File: src/rtl/store_monitor_pkg.sv
// Shared types and default constants for the store monitor.
// Holds the monitor state encoding, the trace entry layout and the
// default magic addresses/data used by the self-test harness.
package store_monitor_pkg;

  typedef enum logic [1:0] {
    RUN  = 2'd0,
    PASS = 2'd1,
    FAIL = 2'd2
  } state_t;

  typedef struct packed {
    logic [31:0] addr;
    logic [31:0] data;
  } entry_t;

  localparam logic [31:0] DEF_PASS_ADDR    = 32'd84;
  localparam logic [31:0] DEF_PASS_DATA    = 32'd7;
  localparam logic [31:0] DEF_SCRATCH_ADDR = 32'd80;

endpackage

File: src/rtl/sync_fifo.sv
// Generic synchronous FIFO with registered storage and an occupancy count one bit wider than the pointers.
// Latency: an entry written at an edge is presented at the head in the following cycle.
// Backpressure: in_rdy drops only when full and no pop happens in the same cycle; pops on empty are ignored.
module sync_fifo #(
  parameter int WIDTH = 64,
  parameter int DEPTH = 8
) (
  input  logic             clk,
  input  logic             reset,
  input  logic             in_vld,
  output logic             in_rdy,
  input  logic [WIDTH-1:0] in_dat,
  output logic             out_vld,
  input  logic             out_rdy,
  output logic [WIDTH-1:0] out_dat
);

  localparam int AW = (DEPTH > 1) ? $clog2(DEPTH) : 1;
  localparam logic [AW:0] FULL_CNT = (AW+1)'(DEPTH);

  logic [WIDTH-1:0] mem [DEPTH];
  logic [AW-1:0]    wr_ptr;
  logic [AW-1:0]    rd_ptr;
  logic [AW:0]      count;
  logic             push;
  logic             pop;

  // A simultaneous pop frees the slot the push needs, so full only blocks a lone push.
  assign out_vld = (count != '0);
  assign pop     = out_vld && out_rdy;
  assign in_rdy  = (count != FULL_CNT) || pop;
  assign push    = in_vld && in_rdy;
  assign out_dat = mem[rd_ptr];

  // Data array write; contents need no reset because count gates visibility.
  always_ff @(posedge clk) begin
    if (push) begin
      mem[wr_ptr] <= in_dat;
    end
  end

  // Pointers wrap naturally at DEPTH (power of two); count tracks occupancy.
  always_ff @(posedge clk) begin
    if (reset) begin
      wr_ptr <= '0;
      rd_ptr <= '0;
      count  <= '0;
    end else begin
      if (push) wr_ptr <= wr_ptr + AW'(1);
      if (pop)  rd_ptr <= rd_ptr + AW'(1);
      case ({push, pop})
        2'b10:   count <= count + (AW+1)'(1);
        2'b01:   count <= count - (AW+1)'(1);
        default: count <= count;
      endcase
    end
  end

endmodule

File: src/rtl/store_monitor.sv
// Watches processor stores, records them in a trace FIFO and decides pass/fail from the terminating store.
// Latency: verdict updates at the store edge; a trace entry is visible one cycle after its store when the FIFO was empty.
// Backpressure: out_ready pops the trace; a store arriving with the FIFO full and no pop is dropped and counted.
module store_monitor
  import store_monitor_pkg::*;
#(
  parameter int          DEPTH        = 8,
  parameter logic [31:0] PASS_ADDR    = DEF_PASS_ADDR,
  parameter logic [31:0] PASS_DATA    = DEF_PASS_DATA,
  parameter logic [31:0] SCRATCH_ADDR = DEF_SCRATCH_ADDR
) (
  input  logic        clk,
  input  logic        reset,
  input  logic        memwrite,
  input  logic [31:0] dataadr,
  input  logic [31:0] writedata,
  output logic        out_valid,
  input  logic        out_ready,
  output logic [31:0] out_addr,
  output logic [31:0] out_data,
  output logic        done,
  output logic        pass,
  output logic [15:0] store_count,
  output logic [7:0]  drop_count
);

  state_t state;
  state_t state_nxt;
  logic   store_vld;
  logic   store_rdy;
  entry_t in_entry;
  entry_t head;

  // Stores only count while the verdict is still open.
  assign store_vld = memwrite && (state == RUN);
  assign in_entry  = '{addr: dataadr, data: writedata};

  sync_fifo #(
    .WIDTH($bits(entry_t)),
    .DEPTH(DEPTH)
  ) u_fifo (
    .clk    (clk),
    .reset  (reset),
    .in_vld (store_vld),
    .in_rdy (store_rdy),
    .in_dat (in_entry),
    .out_vld(out_valid),
    .out_rdy(out_ready),
    .out_dat(head)
  );

  assign out_addr = head.addr;
  assign out_data = head.data;
  assign done     = (state != RUN);
  assign pass     = (state == PASS);

  // Verdict: the pass address ends the run; any address outside the two legal ones fails it.
  always_comb begin
    state_nxt = state;
    if (store_vld) begin
      if (dataadr == PASS_ADDR) begin
        state_nxt = (writedata == PASS_DATA) ? PASS : FAIL;
      end else if (dataadr != SCRATCH_ADDR) begin
        state_nxt = FAIL;
      end
    end
  end

  // Verdict register; PASS and FAIL hold until reset.
  always_ff @(posedge clk) begin
    if (reset) begin
      state <= RUN;
    end else begin
      state <= state_nxt;
    end
  end

  // Store counter wraps; drop counter saturates so a long overflow stays visible.
  always_ff @(posedge clk) begin
    if (reset) begin
      store_count <= '0;
      drop_count  <= '0;
    end else if (store_vld) begin
      store_count <= store_count + 16'd1;
      if (!store_rdy && (drop_count != 8'hFF)) begin
        drop_count <= drop_count + 8'd1;
      end
    end
  end

endmodule

File: config.mk
export PLATFORM = sky130hd
export DESIGN_NAME = store_monitor
export DESIGN_NICKNAME = d
export VERILOG_FILES = /design/src/rtl/store_monitor_pkg.sv /design/src/rtl/sync_fifo.sv /design/src/rtl/store_monitor.sv
export SDC_FILE = /design/constraint.sdc
export NUM_CORES = 1
export LEC_CHECK = 0
export CORE_ASPECT_RATIO = 0.9
export CORE_UTILIZATION = 47
export DETAILED_ROUTE_END_ITERATION = 6
export GPL_TIMING_DRIVEN = 1
export PLACE_DENSITY = 0.66
export SETUP_SLACK_MARGIN = 0.1
export SLEW_MARGIN = 30
export SYNTH_ARGS = -nofsm -noshare
export SYNTH_HDL_FRONTEND = slang
export SYNTH_SLANG_ARGS = --single-unit
File: constraint.sdc
create_clock -name clk -period 8.7 [get_ports clk]
set_clock_uncertainty 0.2 [all_clocks]
set_input_delay 1.74 -clock clk [delete_from_list [all_inputs] [get_ports clk]]
set_output_delay 1.74 -clock clk [all_outputs]
set_load 0.02 [all_outputs]
# Word-level counts from Yosys, hierarchy flattened

Memories as Yosys holds them, arrays and structs flattened. A register that Yosys moved wholly into a read port is not among the register bits.
Cells that the tools add are included.

Add/sub/neg operators: 6
Multipliers: 0
Div/mod/pow operators: 0
$lt $le $gt $ge: 0
Eq/ne operators: 8
Shifts and indexed selects: 0
Mux-type cells: 8
Bitwise operators: 0
Reduce and logical (&&, ||, !) cells: 13

Operator list:

| cell                                                                    | count |
|---|---|
| 32-bit by 3-bit equality test with 1-bit output (second input constant) | 1 |
| 32-bit by 7-bit equality test with 1-bit output (second input constant) | 1 |
| 32-bit by 7-bit != test with 1-bit output (second input constant)       | 1 |
| 16-bit by 1-bit adder with 16-bit output (second input constant)        | 1 |
| 8-bit by 1-bit adder with 8-bit output (second input constant)          | 1 |
| 8-bit != test (second input constant)                                   | 1 |
| 4-bit case mux with 2 select lines                                      | 1 |
| 3-bit by 1-bit adder with 3-bit output (second input constant)          | 2 |
| 2-bit two-way mux                                                       | 3 |
| 3-bit two-way mux                                                       | 2 |
| 2-bit nonzero test                                                      | 3 |
| 4-bit by 1-bit adder with 4-bit output (second input constant)          | 1 |
| 2-bit by 1-bit equality test with 1-bit output (second input constant)  | 2 |
| 1-bit logical AND                                                       | 4 |
| 4-bit != test (second input constant)                                   | 1 |
| 2-bit AND reduction                                                     | 2 |
| 4-bit nonzero test                                                      | 1 |
| 4-bit by 1-bit subtractor with 4-bit output (second input constant)     | 1 |
| 2-bit equality test (second input constant)                             | 1 |
| 2-bit zero test                                                         | 1 |
| 1-bit two-way mux                                                       | 2 |
| 1-bit zero test                                                         | 1 |
| 1-bit logical OR                                                        | 1 |

Flip-flop bits (word level): 36
Bits in latches: 0
Memory bits (writable): 512
ROM bits: 0
Input port bits: 68
Word-level logic and storage cells: 42
Memories: 1

Memory list:

| memory     | words | bits a word | rd ports | clocked after Yosys merged registers in | wr ports | RTL line        | source |
|---|---|---|---|---|---|---|---|
| u_fifo.mem | 8     | 64          | 1        | 1                                       | 1        | sync_fifo.sv:21 | `logic [WIDTH-1:0] mem [DEPTH];` |

# Logic depth before layout (Yosys ltp)

Gate-level depths: netlist of run 1.

Depth in word-level cells: 6
Depth in mapped cells: 8
Depth with buffers taken out: 8

# Cells and area by module

From an unflattened synthesis of run 1, not the netlist that was laid out.

Cells, all modules: 984
Area total of the unflattened synthesis: 21270.4 sq um

By module, submodules not included:

| module        | instances | cells an instance | area each (sq um) | seq. area each (sq um) |
|---|---|---|---|---|
| sync_fifo     | 1         | 822               | 19930.4           | 15635.0 |
| store_monitor | 1         | 162               | 1340.0            | 520.5 |

# Worst setup path after synthesis of run 1

Ideal clock, no wire load.

Path kind: input to register
From: input memwrite
To: memory u_fifo.mem[0][0] (enable)
Data arrival time: 7028 ps
Path slack: 907 ps
Stages: 4
Buffers on the path: 0
Path through: or3b_2 -> a21oi_1 -> nand2b_1 -> nor3_1

Word-level cells in the longest chain between the ends: 4

RTL lines:

| element                                 | RTL line            | source |
|---|---|---|
| start: declaration                      | store_monitor.sv:14 | `input logic memwrite,` |
| 1-bit logical AND                       | store_monitor.sv:35 | `assign store_vld = memwrite && (state == RUN);` |
| 1-bit logical AND                       | sync_fifo.sv:32     | `assign push = in_vld && in_rdy;` |
| 1-bit two-way mux                       | sync_fifo.sv:37     | `if (push) begin` |
| 1-bit two-way mux (implied by the code) | sync_fifo.sv:38     | `mem[wr_ptr] <= in_dat;` |
| end: declaration                        | sync_fifo.sv:21     |  |

Every way passes these cells.

==> results of run 1 <==
worst max-delay path: cells and delay by family, from the launching register on:
kind     cells  cell delay [ns]
mux          2             0.74
flops        1             0.71
buf+inv      3             1.62
power by group:
group	leakage (nW)	switching (W)	total [W]	internal (W)
clock network	0.817	0.000926	0.00220	0.00127
registers	4.95	0.0000577	0.00305	0.00299
logic	2.02	0.000583	0.00121	0.000628
total	7.78	0.00157	0.00645	0.00489
final cells by class:
cell class              instances  area (um^2)  share of cell area, %
multi-input cells             378         4913                  19.39
inverters                       9        33.78                 0.1333
well taps                     600        750.7                  2.962
clock inverters                26        197.7                 0.7800
flip-flops and latches        551        16170                  63.79
clock buffers                  68         1468                  5.791
repair buffers                176         1814                  7.158
logic make-up after synthesis:
group,count (synthesis)
flip-flops,551
multiplexers,198
XOR/XNOR,14
AO/OA/AOI/OAI,39
adder cells (fa/ha/maj),7
buffers and inverters,50
AND/OR/NAND/NOR,120
synthesized netlist by cell type (3+ instances only):
cell and n:
xor2_1 6, nand2_1 10, xnor2_1 8, or4_1 3, nor3_1 10, nor2b_1 5, mux4_2 128, mux2i_1 3
nand4_1 8, or3_1 5, nand2b_1 4, inv_1 9, nor4_1 13, clkbuf_1 23, ha_1 6, dfxtp_1 39
a21oi_1 14, nand3_1 14, mux2_2 65, edfxtp_1 512, o41ai_1 3, buf_1 4, nor2_1 27, buf_2 14
o211ai_1 4, o21ai_0 8
state kept, by name, summed over array words and instances (netlist names), named ones only:
name and cells:
store_count 16, u_fifo.wr_ptr 3, drop_count 8, state 2
u_fifo.rd_ptr 3, u_fifo.mem 512, u_fifo.count 4
worst paths after layout:
| path | from | endpoint | slack, ns | depth (start not counted) |
|---|---|---|---|---|
| max | flip-flop | out_addr[11] | 3.08 | 5 |
| min | u_fifo.wr_ptr[0] | u_fifo.wr_ptr[0] | 0.31 | 2 |
| max reg2reg | state[1] | u_fifo.mem[2][15] | 5.06 | 5 |
| min reg2reg | u_fifo.wr_ptr[0] | u_fifo.wr_ptr[0] | 0.31 | 2 |
cells in the final DEF (no fill, tap or decap), types with 12 or more instances in the layout:
cell type	instances
edfxtp_1	512
clkdlybuf4s50_1	158
mux4_2	128
mux2_2	65
clkbuf_16	57
dfxtp_1	36
nor2_1	21
nand3_1	14
a21oi_1	14
nor4_1	13
buf_4	12
through the flow:
stage               power [W]  hold WS [ns]
floorplan            0.003872        0.2758
global placement     0.004321        0.2976
detailed placement   0.004337        0.2969
CTS                  0.006543        0.3082
global route         0.006699        0.3471
finish               0.006455        0.3121
per-layer routing:
layer / share of wire, % / up-vias / routed length, um
li1: - / 4486 / -
met3: 4.6 / 54 / 1923
met2: 49 / 248 / 20500
met5: 0 / - / 0
met4: 1.6 / 0 / 693
met1: 45 / 5391 / 18960
==> metrics.yaml, run 1 <==
outcome: "finished clean"
synth_area_leaders: "edfxtp_1 72%, mux4_2 14%, dfxtp_1 3.7%, mux2_2 3.4%, nor2_1 0.48%"
synth_top_family_by_area: "multiplexers"
grt_pass1_vias: 10690
worstPathRequired_ns: 6.76
ys.warnings.count: 0
num_vias: 10180
overflow: 0
avgSynthCellArea_um2: 21.67
place.gp.congestion: 0.7375
setup_viol: 0
wl_mm: 42.08
antenna_found_initial: 0
grt_pass1_wl_mm: 64.65
endpoint_kind: "primary output"
maxSlewViolCount: 0
ir_worst_vdd_uv: 168.8
insertion_delay_ns: 0.59
cts-root-buf: "clkbuf_16"
path_class: "flip-flop to primary output"
place_inst: 1714
drt_iter0_drc: 755
pre_cts_slack_ns: 3.121
clock-sinks: 551
die_h_um: 203.6
drv_cap: 0
p_leak_nw: 7.785
post-route-min-period_ns: 5.623
clk_pin_slew_ns: 0.06
max_clock_freq_ghz: 0.1778
final_cell_count_no_fill: 1808
worst_path_largest_cell_delay_ns: 0.75
period_share_pct: 64.64
async_flop_share_pct: 0
crit_path_cell_trace: "buf_12, buf_4, mux4_2, mux2_2, clkdlybuf4s50_1"
wl_per_cell_um: 23.27
fp-row-count: 73
use_met1_pct: 26.99
min-delay-path-class: "flip-flop to flip-flop"
drive_gt1_share_pct: 25.66
setup_ws_ns: 3.077
final_area_mm2: 0.02534
seq_area_frac_synth_pct: 76.14
boundaryPins: 159
synth_area_mm2: 0.02122
die_x_um: 226.0
setup_tns_ns: 0
synth_edf_count: 512
rsz0062_at_grt: "false"
initial_core_util_pct: 47.80
synth_top_cell_by_area: "edfxtp_1"
yosys.area.top_type_share_pct: 72.46
cts_hold_buf: 0
grt_max_degree: 62
synth_fp_nets: 1054
synth_flop_cell: "edfxtp_1"
firstDrtPassIters: 5
hold_viol: 0
areaGrowthSynthToFinish_pct: 19.44
ctsResizeCount: 0
synth_compound_gate_area_share_pct: 1.268
numCtsBuffers: 54
dpl_cell_area_mm2: 0.02368
cts_buffer_depth: 3
power_density_mw_per_mm2: 254.7
synthXorXnorAreaFrac_pct: 0.5779
max_slew.worst_pin.slew_ns: 0.8870
slowest_stage: "buf_4"
core_area_mm2: 0.04439
worstPathMaxFanout: 58
grt_util_met3_pct: 3.314
ant_nets: 0
top_usage_layer: "met2"
grt_usage_pct: 18.95
ys_seq_elements: 551
netlist_instances: 979
maxSlewHeadroom_pct: 40.32
yosys.area_share.adder_pct: 0.4481
final_core_util_pct: 57.09
avgViaCountPerCell: 5.630
htreeDepth: 2
synth_mux_area_share_pct: 17.28
dp_hpwl_mm: 24.01
n_antenna_cell: 0
n_fill_cell: 3352
crit_arrival_ns: 3.68
die_area_mm2: 0.04600
post-route-drc-count: 0
cts_tree: "yes"
synth.distinct_cells: 53
port-buffer-count: 158
yosys.area_share.simple_pct: 3.320
postCtsSetupBuffers: 0
use_met2_pct: 30.31
fin_nets: 1245
start_kind: "flip-flop"
(Power assumes the default switching activity.)
==> inputs of run 2 (changes only) <==
==> constraint.sdc (replaced) <==
create_clock -name clk -period 5.6 [get_ports clk]
set_clock_uncertainty 0.2 [all_clocks]
set_input_delay 1.12 -clock clk [delete_from_list [all_inputs] [get_ports clk]]
set_output_delay 1.12 -clock clk [all_outputs]
set_load 0.02 [all_outputs]
==> run 2 against run 1 <==
Net effect: die area did not move; final area grew 0.62%; non-clock buffer count rose by 1; wire length rose by 0.80%; sequential share of layout area shrank 0.39 points; worst setup slack worse by 1.9 ns.
==> metrics.yaml, run 2 (same netlist as run 1, synthesis figures left out) <==
regArea_mm2: 0.01617
period_share_pct: 79.10
die_x_um: 226.0
avgViaCountPerCell: 5.598
p_leak_nw: 7.858
areaGrowthSynthToFinish_pct: 20.18
grt_pass1_vias: 10670
overflow: 0
numCtsBuffers: 54
path_class: "flip-flop to primary output"
largest_register_ff_count: 512
setup_tns_ns: 0
final_cell_mix: "512 x edfxtp_1, 158 x clkdlybuf4s50_1, 128 x mux4_2, 65 x mux2_2, 55 x clkbuf_16"
pre_cts_slack_ns: 1.232
cts_tree: "yes"
max_clock_freq_ghz: 0.2257
slowest_stage: "dfxtp_4"
postCtsSetupBuffers: 0
drive_gt1_share_pct: 26.56
firstDrtPassIters: 4
port-buffer-count: 158
post-route-drc-count: 0
endpoint_kind: "primary output"
min-delay-path-class: "flip-flop to flip-flop"
die_area_mm2: 0.04600
clk_pin_slew_ns: 0.06
power_density_mw_per_mm2: 404.0
insertion_delay_ns: 0.58
wl_mm: 42.41
clock-sinks: 551
grt_max_degree: 106
reg.largest.list: "u_fifo.mem x512, store_count x16, drop_count x8"
htreeDepth: 2
power_w: 0.01030
start_kind: "flip-flop"
initial_core_util_pct: 47.80
final_common_cell: "edfxtp_1"
max_slew.worst_pin.slew_ns: 0.9479
n_antenna_cell: 0
grt_usage_pct: 18.82
setup_ws_ns: 1.170
ir_worst_vdd_uv: 395.8
dp_hpwl_mm: 23.79
drt_iter0_drc: 739
cts_buffer_depth: 3
final_cell_count_no_fill: 1816
fp-row-count: 73
post-route-min-period_ns: 4.430
antenna_found_initial: 1
crit_arrival_ns: 3.11
cts_hold_buf: 0
cts-root-buf: "clkbuf_16"
worstPathRequired_ns: 4.28
num_vias: 10170
multi_input_area_mm2: 0.004926
wl_per_cell_um: 23.35
place.gp.congestion: 0.7478
ctsResizeCount: 0
core_area_mm2: 0.04439
outcome: "finished clean"
top_register: "u_fifo.mem"
setup_viol: 0
worstPathMaxFanout: 105
hold_viol: 0
ant_nets: 0
worst_path_largest_cell_delay_ns: 0.61
place_inst: 1715
die_h_um: 203.6
grt_pass1_wl_mm: 64.18
maxSlewHeadroom_pct: 36.81
boundaryPins: 159
fin_nets: 1246
maxSlewViolCount: 0
crit_path_cell_trace: "buf_12, mux4_2, mux2_2, clkdlybuf4s50_1"
rsz0062_at_grt: "false"
n_fill_cell: 3311
drv_cap: 0
fin_hold_ws_ns: 0.3125
==> run 2: cell types whose count changed in the layout (fill, tap and decap cells not counted), sizes merged <==
| cell | previous run | this run |
|---|---|---|
| clkbuf | 68 | 62 |
| clkinv | 21 | 28 |
| inv | 9 | 10 |
| bufinv | 3 | 8 |
| buf | 18 | 19 |
==> run 2: worst max-delay path: cells and delay by family (launching register included) <==
| kind | cells | cell delay, ns |
|---|---|---|
| buffers and inverters | 2 | 1.05 |
| muxes | 2 | 0.76 |
| DFF | 1 | 0.61 |
==> run 2: cell type report <==
| class | instances | share of cell area [%] |
|---|---|---|
| multi-input cells | 378 | 19.32 |
| inverters | 9 | 0.1325 |
| clock buffers | 62 | 5.578 |
| well taps | 600 | 2.944 |
| flip-flops and latches | 551 | 63.39 |
| clock inverters | 39 | 1.531 |
| repair buffers | 177 | 7.104 |
==> run 2: where the power goes <==
part           total [W]  internal, W  switching [W]
clock            0.00367      0.00218        0.00149
sequential       0.00473      0.00464      0.0000901
combinational    0.00190     0.000977       0.000922
==> run 2: routing by layer <==
| metal | track usage (%) | share of wire, % | wire [um] | vias up |
|---|---|---|---|---|
| met5 | 0 | 0.040 | 17 | - |
| met2 | 28.90 | 47 | 19780 | 279 |
| met4 | 5.248 | 2.0 | 852 | 2 |
| li1 | - | - | - | 4495 |
| met1 | 27.24 | 46 | 19410 | 5328 |
| met3 | 4.236 | 5.6 | 2354 | 62 |
==> run 2: worst paths after layout <==
path / start / endpoint / slack (ns) / depth (start not counted)
worst max-delay path: flip-flop / out_data[4] / 1.17 / 4
worst min-delay path: u_fifo.rd_ptr[2] / flip-flop / 0.31 / 2
worst max register to register: state[1] / u_fifo.mem[5][47] / 2.50 / 5
worst min register to register: u_fifo.rd_ptr[2] / flip-flop / 0.31 / 2
==> run 2: through the flow <==
| step | util, % | instance area, um^2 |
|---|---|---|
| 3_5_place_dp | 53.37 | 23690 |
| 4_1_cts | 57.45 | 25500 |
| 2_1_floorplan | - | 21230 |
| 5_1_grt | 57.45 | 25500 |
| 3_3_place_gp | 53.37 | 23690 |
| 6_report | 57.45 | 25500 |
==> inputs of run 3 (changes only) <==
==> constraint.sdc (replaced) <==
create_clock -name clk -period 4.6 [get_ports clk]
set_clock_uncertainty 0.2 [all_clocks]
set_input_delay 0.92 -clock clk [delete_from_list [all_inputs] [get_ports clk]]
set_output_delay 0.92 -clock clk [all_outputs]
set_load 0.02 [all_outputs]
==> run 3 against run 2 <==
Net effect: final area hardly changed; clock power is 17% higher; combinational power is 23% higher; sequential power is 21% higher; worst hold slack better by 0.00080 ns; critical path depth stayed put; critical path type unchanged.
==> metrics.yaml, run 3 (same netlist as run 1, synthesis figures left out) <==
cts_tree: "yes"
antenna_found_initial: 3
min-delay-path-class: "flip-flop to flip-flop"
htreeDepth: 2
place.gp.congestion: 0.7688
grt_usage_pct: 19.13
worstPathMaxFanout: 39
setup_viol: 0
die_h_um: 203.6
start_kind: "flip-flop"
die_area_mm2: 0.04600
final_cell_mix: "512 x edfxtp_1, 158 x clkdlybuf4s50_1, 128 x mux4_2, 65 x mux2_2, 53 x clkbuf_16"
ant_nets: 0
grt_pass1_vias: 10590
worst_path_largest_cell_delay_ns: 0.57
slowest_stage: "dfxtp_4"
clock-sinks: 551
max_clock_freq_ghz: 0.2430
highest_layer: "met5"
route.met3.wl_mm: 2.412
post-route-min-period_ns: 4.115
cts_hold_buf: 0
wl_per_cell_um: 23.40
drv_cap: 0
post-route-drc-count: 0
postCtsSetupBuffers: 0
insertion_delay_ns: 0.59
grt_max_degree: 94
fin_hold_ws_ns: 0.3133
period_share_pct: 89.46
wl_met1_mm: 19.46
ir_worst_vdd_uv: 305.0
drt_iter0_drc: 770
hold_viol: 0
avgViaCountPerCell: 5.637
wl_mm: 42.56
worstRegToRegCells: 8
ctsResizeCount: 0
rsz0062_at_grt: "false"
core_area_mm2: 0.04439
grt_pass1_wl_mm: 65.31
place_inst: 1719
outcome: "finished clean"
crit_arrival_ns: 3.00
pre_cts_slack_ns: 0.6522
top_register: "u_fifo.mem"
cts_buffer_depth: 3
numCtsBuffers: 53
maxSlewHeadroom_pct: 42.66
power_density_mw_per_mm2: 484.6
setup_ws_ns: 0.4850
p_leak_nw: 7.837
hold_depth: 2
worstPathRequired_ns: 3.48
initial_core_util_pct: 47.80
overflow: 0
path_class: "flip-flop to primary output"
firstDrtPassIters: 7
port-buffer-count: 158
fp-row-count: 73
die_x_um: 226.0
wl_met2_mm: 19.82
fin_nets: 1249
cts-root-buf: "clkbuf_16"
final_cell_count_no_fill: 1819
boundaryPins: 159
final_core_util_pct: 57.48
dpl_cell_area_mm2: 0.02379
max_slew.worst_pin.slew_ns: 0.8522
crit_path_cell_trace: "buf_12, mux4_2, mux2_2, clkdlybuf4s50_1"
dp_hpwl_mm: 23.95
drive_gt1_share_pct: 25.88
endpoint_kind: "primary output"
reg.largest.list: "u_fifo.mem x512, store_count x16, drop_count x8"
num_vias: 10250
clk_pin_slew_ns: 0.06
largest_register_ff_count: 512
final_common_cell: "edfxtp_1"
final_area_mm2: 0.02551
maxSlewViolCount: 0
areaGrowthSynthToFinish_pct: 20.24
run 3: final timing paths:
path,start,endpoint,slack (ns)
max,flip-flop,out_data[9],0.48
min,u_fifo.wr_ptr[0],u_fifo.wr_ptr[0],0.31
max reg2reg,u_fifo.count[0],u_fifo.count[3],1.70
min reg2reg,u_fifo.wr_ptr[0],u_fifo.wr_ptr[0],0.31
run 3: through the flow:
step	setup TNS [ns]	total power (W)
2_1_floorplan	-261.02	0.007316
3_3_place_gp	0	0.008215
3_5_place_dp	0	0.008224
4_1_cts	0	0.01253
5_1_grt	0	0.01282
6_report	0	0.01237
run 3: power by group:
part / internal, W / switching, W / total, W / leakage [nW]
clock: 0.00248 / 0.00181 / 0.00429 / 0.839
sequential: 0.00565 / 0.0000922 / 0.00574 / 4.95
combinational: 0.00120 / 0.00113 / 0.00233 / 2.05
run 3: critical path: cells and delay by family (launching register included):
| kind | cells | cell delay [ns] |
|---|---|---|
| buffers and inverters | 2 | 0.92 |
| flip-flops | 1 | 0.57 |
| multiplexers | 2 | 0.89 |
run 3: routing by layer:
metal  vias up  track usage [%]
met4         2            5.491
met2       277            29.26
met1      5411            28.50
met3        64            3.184
met5         -                0
li1       4500                -
run 3: area by class of cell:
cell class,count,area [um^2]
diodes,2,5.005
clock buffers,66,1385
clock inverters,32,330.3
fillers,3304,18880
inverters,9,33.78
multi-input cells,378,4926
flip-flops and latches,551,16170
well taps,600,750.7
repair buffers,181,1917
